<file path="src/rtl/tx_frame_arbiter.sv">
// tx_frame_arbiter: frame-granular arbiter sharing one AXIS byte stream toward the RMII transmitter.
// Defining TX_ARB_PRIO_EN selects strict lowest-index priority instead of round-robin.
module tx_frame_arbiter #(
  parameter int DATA_WIDTH      = 8,
  parameter int NUM_SRC         = 2,
  parameter int GAP_CYCLES      = 12,
  parameter int MAX_FRAME_BYTES = 1514,
  localparam int IW = (NUM_SRC > 1) ? $clog2(NUM_SRC) : 1
) (
  input  logic                          clk,
  input  logic                          rst,
  input  logic [NUM_SRC*DATA_WIDTH-1:0] s_axis_tdata,
  input  logic [NUM_SRC-1:0]            s_axis_tvalid,
  input  logic [NUM_SRC-1:0]            s_axis_tlast,
  output logic [NUM_SRC-1:0]            s_axis_tready,
  output logic [DATA_WIDTH-1:0]         m_axis_tdata,
  output logic                          m_axis_tvalid,
  output logic                          m_axis_tlast,
  input  logic                          m_axis_tready,
  output logic [NUM_SRC-1:0]            grant,
  output logic                          busy,
  output logic                          trunc_err,
  output logic [IW-1:0]                 err_src
);

  localparam int BW = ($clog2(MAX_FRAME_BYTES + 1) > 11) ? $clog2(MAX_FRAME_BYTES + 1) : 11;
  localparam int GW = (GAP_CYCLES > 1) ? $clog2(GAP_CYCLES) : 1;
  localparam logic [GW-1:0]      GAP_LOAD  = (GAP_CYCLES > 0) ? GW'(GAP_CYCLES - 1) : {GW{1'b0}};
  localparam logic [BW-1:0]      BEAT_LAST = BW'(MAX_FRAME_BYTES - 1);
  localparam logic [IW-1:0]      SRC_LAST  = IW'(NUM_SRC - 1);
  localparam logic [NUM_SRC-1:0] SRC_ONE   = {{(NUM_SRC-1){1'b0}}, 1'b1};

  typedef enum logic [1:0] {
    IDLE  = 2'd0,
    XFER  = 2'd1,
    DRAIN = 2'd2,
    GAP   = 2'd3
  } state_t;

  state_t                state_r, state_s;
  logic [NUM_SRC-1:0]    grant_r, grant_s;
  logic [IW-1:0]         owner_r, owner_s;
  logic [IW-1:0]         last_owner_r, last_owner_s;
  logic [IW-1:0]         err_src_r, err_src_s;
  logic [IW-1:0]         winner_s;
  logic                  win_found_s;
  logic [BW-1:0]         beat_cnt_r, beat_cnt_s;
  logic [GW-1:0]         gap_cnt_r, gap_cnt_s;
  logic                  trunc_err_r, trunc_err_s;
  logic [DATA_WIDTH-1:0] own_data_s;
  logic                  own_valid_s;
  logic                  own_last_s;
  logic                  m_hs_s;
  logic                  at_max_s;

  // Source currently holding the frame, selected by the registered owner index.
  always_comb begin
    own_data_s  = s_axis_tdata[int'(owner_r) * DATA_WIDTH +: DATA_WIDTH];
    own_valid_s = s_axis_tvalid[owner_r];
    own_last_s  = s_axis_tlast[owner_r];
  end

  // Winner selection for the next frame.
  always_comb begin
    int  idx;
    logic take;
    winner_s    = {IW{1'b0}};
    win_found_s = 1'b0;
    idx         = 0;
    take        = 1'b0;
`ifdef TX_ARB_PRIO_EN
    // Descending scan so the lowest-index requester is the last to overwrite.
    for (int i = NUM_SRC - 1; i >= 0; i--) begin
      take        = s_axis_tvalid[i];
      winner_s    = take ? IW'(i) : winner_s;
      win_found_s = win_found_s | take;
    end
`else
    // Search begins just after the previous owner and wraps.
    for (int i = 1; i <= NUM_SRC; i++) begin
      idx         = int'(last_owner_r) + i;
      idx         = (idx >= NUM_SRC) ? idx - NUM_SRC : idx;
      take        = !win_found_s && s_axis_tvalid[idx];
      winner_s    = take ? IW'(idx) : winner_s;
      win_found_s = win_found_s | take;
    end
`endif
  end

  // Next-state, datapath steering and register updates.
  always_comb begin
    state_s       = state_r;
    grant_s       = grant_r;
    owner_s       = owner_r;
    last_owner_s  = last_owner_r;
    beat_cnt_s    = beat_cnt_r;
    gap_cnt_s     = gap_cnt_r;
    trunc_err_s   = 1'b0;
    err_src_s     = err_src_r;
    m_axis_tdata  = {DATA_WIDTH{1'b0}};
    m_axis_tvalid = 1'b0;
    m_axis_tlast  = 1'b0;
    s_axis_tready = {NUM_SRC{1'b0}};
    at_max_s      = (beat_cnt_r == BEAT_LAST);
    m_hs_s        = 1'b0;

    case (state_r)
      IDLE: begin
        if (win_found_s) begin
          state_s    = XFER;
          owner_s    = winner_s;
          grant_s    = SRC_ONE << winner_s;
          beat_cnt_s = {BW{1'b0}};
        end else begin
          grant_s    = {NUM_SRC{1'b0}};
        end
      end

      XFER: begin
        m_axis_tdata  = own_data_s;
        m_axis_tvalid = own_valid_s;
        m_axis_tlast  = own_last_s | at_max_s;
        s_axis_tready = {{(NUM_SRC-1){1'b0}}, m_axis_tready} << owner_r;
        m_hs_s        = own_valid_s & m_axis_tready;
        if (m_hs_s && own_last_s) begin
          state_s      = (GAP_CYCLES == 0) ? IDLE : GAP;
          gap_cnt_s    = GAP_LOAD;
          last_owner_s = owner_r;
          grant_s      = {NUM_SRC{1'b0}};
        end else if (m_hs_s && at_max_s) begin
          // Runaway frame: the forced tlast already went out on this beat.
          state_s     = DRAIN;
          trunc_err_s = 1'b1;
          err_src_s   = owner_r;
        end else if (m_hs_s) begin
          beat_cnt_s  = beat_cnt_r + BW'(1);
        end else begin
          beat_cnt_s  = beat_cnt_r;
        end
      end

      DRAIN: begin
        s_axis_tready = SRC_ONE << owner_r;
        if (own_valid_s && own_last_s) begin
          state_s      = (GAP_CYCLES == 0) ? IDLE : GAP;
          gap_cnt_s    = GAP_LOAD;
          last_owner_s = owner_r;
          grant_s      = {NUM_SRC{1'b0}};
        end else begin
          state_s      = DRAIN;
        end
      end

      GAP: begin
        if (gap_cnt_r == {GW{1'b0}}) begin
          state_s   = IDLE;
        end else begin
          gap_cnt_s = gap_cnt_r - GW'(1);
        end
      end

      default: begin
        state_s = IDLE;
        grant_s = {NUM_SRC{1'b0}};
      end
    endcase
  end

  // State and registered status; reset leaves source 0 with first priority.
  always_ff @(posedge clk) begin
    if (rst) begin
      state_r      <= IDLE;
      grant_r      <= {NUM_SRC{1'b0}};
      owner_r      <= {IW{1'b0}};
      last_owner_r <= SRC_LAST;
      beat_cnt_r   <= {BW{1'b0}};
      gap_cnt_r    <= {GW{1'b0}};
      trunc_err_r  <= 1'b0;
      err_src_r    <= {IW{1'b0}};
    end else begin
      state_r      <= state_s;
      grant_r      <= grant_s;
      owner_r      <= owner_s;
      last_owner_r <= last_owner_s;
      beat_cnt_r   <= beat_cnt_s;
      gap_cnt_r    <= gap_cnt_s;
      trunc_err_r  <= trunc_err_s;
      err_src_r    <= err_src_s;
    end
  end

  assign grant     = grant_r;
  assign busy      = (state_r != IDLE);
  assign trunc_err = trunc_err_r;
  assign err_src   = err_src_r;

endmodule

</file>
<file path="config.mk">
export PLATFORM = sky130hd
export DESIGN_NAME = tx_frame_arbiter
export DESIGN_NICKNAME = d
export VERILOG_FILES = /design/src/rtl/tx_frame_arbiter.sv
export SDC_FILE = /design/constraint.sdc
export NUM_CORES = 1
export LEC_CHECK = 0
export BUFFER_PORTS_ARGS = -buffer_cell sky130_fd_sc_hd__buf_2
export CORE_MARGIN = 2
export CORE_UTILIZATION = 59
export CTS_BUF_LIST = sky130_fd_sc_hd__clkbuf_2
export DETAILED_ROUTE_END_ITERATION = 8
export GPL_TIMING_DRIVEN = 0
export PLACE_DENSITY = 0.92
export SLEW_MARGIN = 20
export SYNTH_ARGS = -nofsm -noshare
export SYNTH_HDL_FRONTEND = slang
export SYNTH_SLANG_ARGS = --single-unit
</file>
<file path="constraint.sdc">
create_clock -name clk -period 3.95 [get_ports clk]
set_input_delay 0.395 -clock clk [delete_from_list [all_inputs] [get_ports clk]]
set_output_delay 0.395 -clock clk [all_outputs]
set_load 0.005 [all_outputs]
</file>
* Word-level counts from Yosys, hierarchy flattened
Index checks and enable logic that the tools add are counted. Widths: inputs -> output; s select.
Storage, ports and cells: word-level logic and storage cells 102, flip-flop bits (word level) 23, bits of input ports 23, output and inout bits 17
Operators by class: shift operators 4, $lt $le $gt $ge 5, add/subtract/negate cells 6, equality and inequality tests 13, reductions and logical operators 20, muxes and demuxes 41, bitwise logic cells 5
Operators with widths (count):
- $lt 32x3->1 const B | 2
- $mux 32 | 2
- $mux 11 | 4
- $pmux 11 s2 | 1
- $mux 1 | 18
- $ne 2x2->1 const B | 8
- $shiftx 16x5->8 | 1
- $mux 2 | 7
- $mux 4 | 3
- $pmux 4 s3 | 1
- $reduce_and 3->1 | 4
- $add 11x1->11 const B | 1
- $eq 11x11->1 const B | 1
- $mux 8 | 1
- $pmux 2 s4 | 1
- $pmux 2 s3 | 1
- $reduce_bool 2->1 | 3
- $reduce_bool 3->1 | 2
- $reduce_and 5->1 | 1
- $eq 2x2->1 const B | 2
- $logic_and 1x1->1 | 4
- $logic_not 4->1 | 1
- $pmux 2 s2 | 1
- $reduce_and 4->1 | 1
- other kinds (20) | 23

* Logic depth before layout (Yosys ltp)
depth after elaboration 12, depth in mapped cells 8, mapped depth without buffers 7

* Worst setup path after synthesis
Ideal clock, no wire load.
path type register -> register, start register state_r[1], end register beat_cnt_r[10], library setup time 0.072 ns, cell stages (with the launch flop) 8, slack 2.117 ns, arrival 1.760 ns, buffers on the path 0, cell sequence dfxtp_1 > inv_1 > ha_1 > nand2b_1 > o22a_4 > a21o_1 > or3_1 > a21oi_1
Between the ends: cells in the longest elaborated chain, start to end 3, elaborated cells on any way between the ends 9, classes of those cells eq/ne: 5; mux: 1; reduce/logical: 3
Ends and longest elaborated chain:
- start: declaration | line 40 | state_t state_r, state_s;
- start signal: assignment | line 181 | state_r <= state_s;
- $eq 2x1->1 / $logic_not 2->1 (equally long branches) | line 107 | case (state_r)
- $ne 2x2->1 (no line) / $reduce_bool 2->1 (equally long branches)
- $reduce_and 5->1 (no line)
- end signal: assignment | line 176 | beat_cnt_r <= {BW{1'b0}};
- end signal: assignment | line 185 | beat_cnt_r <= beat_cnt_s;
- end: declaration | line 47 | logic [BW-1:0] beat_cnt_r, beat_cnt_s;
Several ways; a longest one is shown, not always the timed one. A chain may end at the register's enable or synchronous reset.

* Worst setup path in the final report
start register state_r[1], end output m_axis_tdata[5]
Between the ends: cells in the longest elaborated chain, start to end 2
Ends and longest elaborated chain:
- $eq 2x1->1 | line 107
- $mux 8 | line 107
- end: declaration | line 16 | output logic [DATA_WIDTH-1:0] m_axis_tdata,
No other way between the ends.

==> qor.yml <==
outcome:
  status: "completed"
cts:
  cts_buffers: 3
  clk_latency_ps: 340
  cts-root-buf: "clkbuf_2"
  post_cts_buffers: 0
  cts_sinks: 23
  cts_buffer_depth: 2
  postCtsHoldBufs: 0
  htreeDepth: 1
  ctsResizeCount: 0
  tritoncts: "built"
  path_clk_slew_ps: 210
yosys:
  yosysUniqueCellTypes: 41
  ys.flop_type: "dfxtp_1"
  yosys-top-cells-area: "dfxtp_1, mux2i_1, nor2_1"
  synth-seq-cells: 23
  synthCells: 187
  yosys.area.top_type: "dfxtp_1"
  ys_seq_area_frac: 0.300
  syn_area_per_cell_um2: 8.20
  ys_warn_count: 0
  synth.top_cell.area_share: 0.300
  async_reset_ff_frac: 0
  syn_area_um2: 1530
  synth_edf_count: 0
  syn_nets: 218
timing:
  tightestPinTransition_ps: 661
  setup_violations: 0
  max_slew_margin: 0.556
  worst_slack_ps: 1290
  finalCritPeriodShare: 0.674
  skew_ps: 4.34
  maxSlewViolCount: 0
  min_period_ps: 2660
  rsz0062_at_grt: "false"
  hold_viol_final: 0
  final.setup.tns_ps: 0
  max_freq_mhz: 375
power_and_ir_drop:
  seq_power_share: 0.319
  p_comb_frac: 0.574
  clockPowerShare: 0.107
  powerDensity_nw_per_um2: 521
  net-switching-power_mw: 0.420
  leakagePower_nw: 0.740
  ir_drop_mv: 0.467
  p_total_mw: 0.932
  sw_frac_of_total: 0.451
  internal-power_mw: 0.511
floorplanning:
  die_h_um: 55.0
  io_pins: 40
  initial_utilization: 0.619
  die-area_um2: 3020
  placementRows: 18
  die_w_um: 55.0
  core_um2: 2480
grt:
  grt_max_degree: 13
  antenna_found_initial: 0
  grt_usage: 0.253
  grt_pass1_wl_um: 5650
  overflow: 0
  grt_pass1_vias: 1334
setup_path:
  rr_startpoint: "state_r[1]"
  worst-r2r-cell-count: 8
  worstPathArrival_ps: 2270
  path_class: "reg2out"
  reg2reg_to: "beat_cnt_r[1]"
  crit_fanout: 10
  reg2reg_slack_ps: 1790
  cp.required_ps: 3560
  cp-start-kind: "flop"
  crit_path_end_kind: "primary output"
placed_design:
  dp_hpwl_um: 2820
  gp_congestion: 0.843
  dpl.cell_count: 256
  portBuffers: 39
  dp_slack_ps: 1750
finish:
  regArea_um2: 460
  instances_no_fill: 260
  syn_to_final_growth_pct: 16.5
  fin_nets: 262
  diodes: 0
  multi_input_area_um2: 995
  fillers: 186
  layout-drive-gt1-share: 0.226
min_path:
  min-delay-start: "rst"
  worst_hold_path.endpoint: "gap_cnt_r[0]"
  holdPathStages: 2
  holdCritPathClass: "in2reg"
route:
  routedWlPerCell_um: 13.9
  first_iter_violations: 46
  vias: 1548
  first_pass_iters: 5
  via_per_inst: 5.95
  finalWirelength_um: 3620
  drtAntennaViolNets: 0
  drc: 0
job:
  maxCapViolCount: 0
## power by group through the flow
stage                     logic (mW)  registers, mW  clock network, mW
final                          0.535          0.297              0.100
after global routing           0.583          0.302              0.108
after CTS                      0.525          0.296             0.0998
after detailed placement       0.521          0.302                  0
after global placement         0.506          0.300                  0
after floorplan                0.380          0.296                  0
## cell usage after synthesis, types with 2 or more instances
master / count
nand2b_1: 4
or2_2: 2
mux2i_1: 13
xnor2_1: 5
nor2_1: 30
a21oi_1: 11
a311oi_1: 2
inv_1: 14
o21ai_0: 9
or3_1: 4
nand3b_1: 2
and3_1: 2
o2111ai_1: 2
a211oi_1: 4
a211o_1: 2
and2_1: 3
nand4_1: 6
clkbuf_1: 4
nand2_1: 13
nand3_1: 3
dfxtp_1: 23
nor3_1: 3
ha_1: 8
## sequential cells by signal, summed over array words and instances (netlist names)
register and count:
beat_cnt_r 11, err_src 1, gap_cnt_r 4, grant 2
last_owner_r 1, owner_r 1, state_r 2, trunc_err 1
## critical path: stages, from the launching register on
cell and delay (ps):
dfxtp_1 390, inv_1 120, ha_1 300, clkbuf_1 400, inv_1 150, clkbuf_1 260
nor2_1 170, buf_2 130
## cell families after synthesis
family	synth area share
AOI/OAI and AO/OA	0.198
muxes	0.0995
buffers and inverters	0.0514
DFF	0.300
and+or+nand+nor	0.257
adders and majority gates	0.0653
xor gates and xnor gates	0.0285
## final cells by class
cell class,count,area share
buffer,5,0.0147
clock buffer,4,0.0112
multi-input combinational,145,0.557
sequential,23,0.258
inverter,14,0.0294
timing repair buffer,39,0.109
tap,30,0.0210
## placed cells by master (no fill, tap or decap), drive strengths merged, types with 4 or more instances in the layout
master and n:
or3 4, nand4 6, dfxtp 23, clkbuf 8
nand2b 4, ha 8, buf 40, nand2 13
a211oi 5, mux2i 14, a21oi 11, inv 14
o21ai 10, nor2 30, xnor2 5
## worst max path at each step
stage | slack, ps | start | cells past startpoint | to
2_1_floorplan | 2120 | state_r[1] | 7 | beat_cnt_r[10]
3_3_place_gp | 1860 | state_r[1] | 7 | m_axis_tdata[2]
3_5_place_dp | 1750 | state_r[1] | 7 | m_axis_tdata[5]
4_1_cts | 1320 | state_r[1] | 7 | m_axis_tdata[5]
5_1_grt | 1170 | state_r[1] | 7 | m_axis_tdata[5]
6_report | 1290 | state_r[1] | 7 | m_axis_tdata[5]
## metal layers
layer  share of wire  GRT usage  vias up
met1            0.43      0.322      715
met2            0.50      0.437       83
met3           0.067     0.0376        2
met5               0          0        -
met4          0.0080     0.0854        0
li1                -          -      748
## metrics by stage
step / hold slack (ps) / util / cell area (µm²)
6_report: 227 / 0.721 / 1790
5_1_grt: 214 / 0.721 / 1790
4_1_cts: 226 / 0.721 / 1790
3_5_place_dp: 466 / 0.713 / 1770
3_3_place_gp: 460 / 0.713 / 1770
2_1_floorplan: 454 / - / 1530
Note: power is estimated with default switching activity, not from simulation.
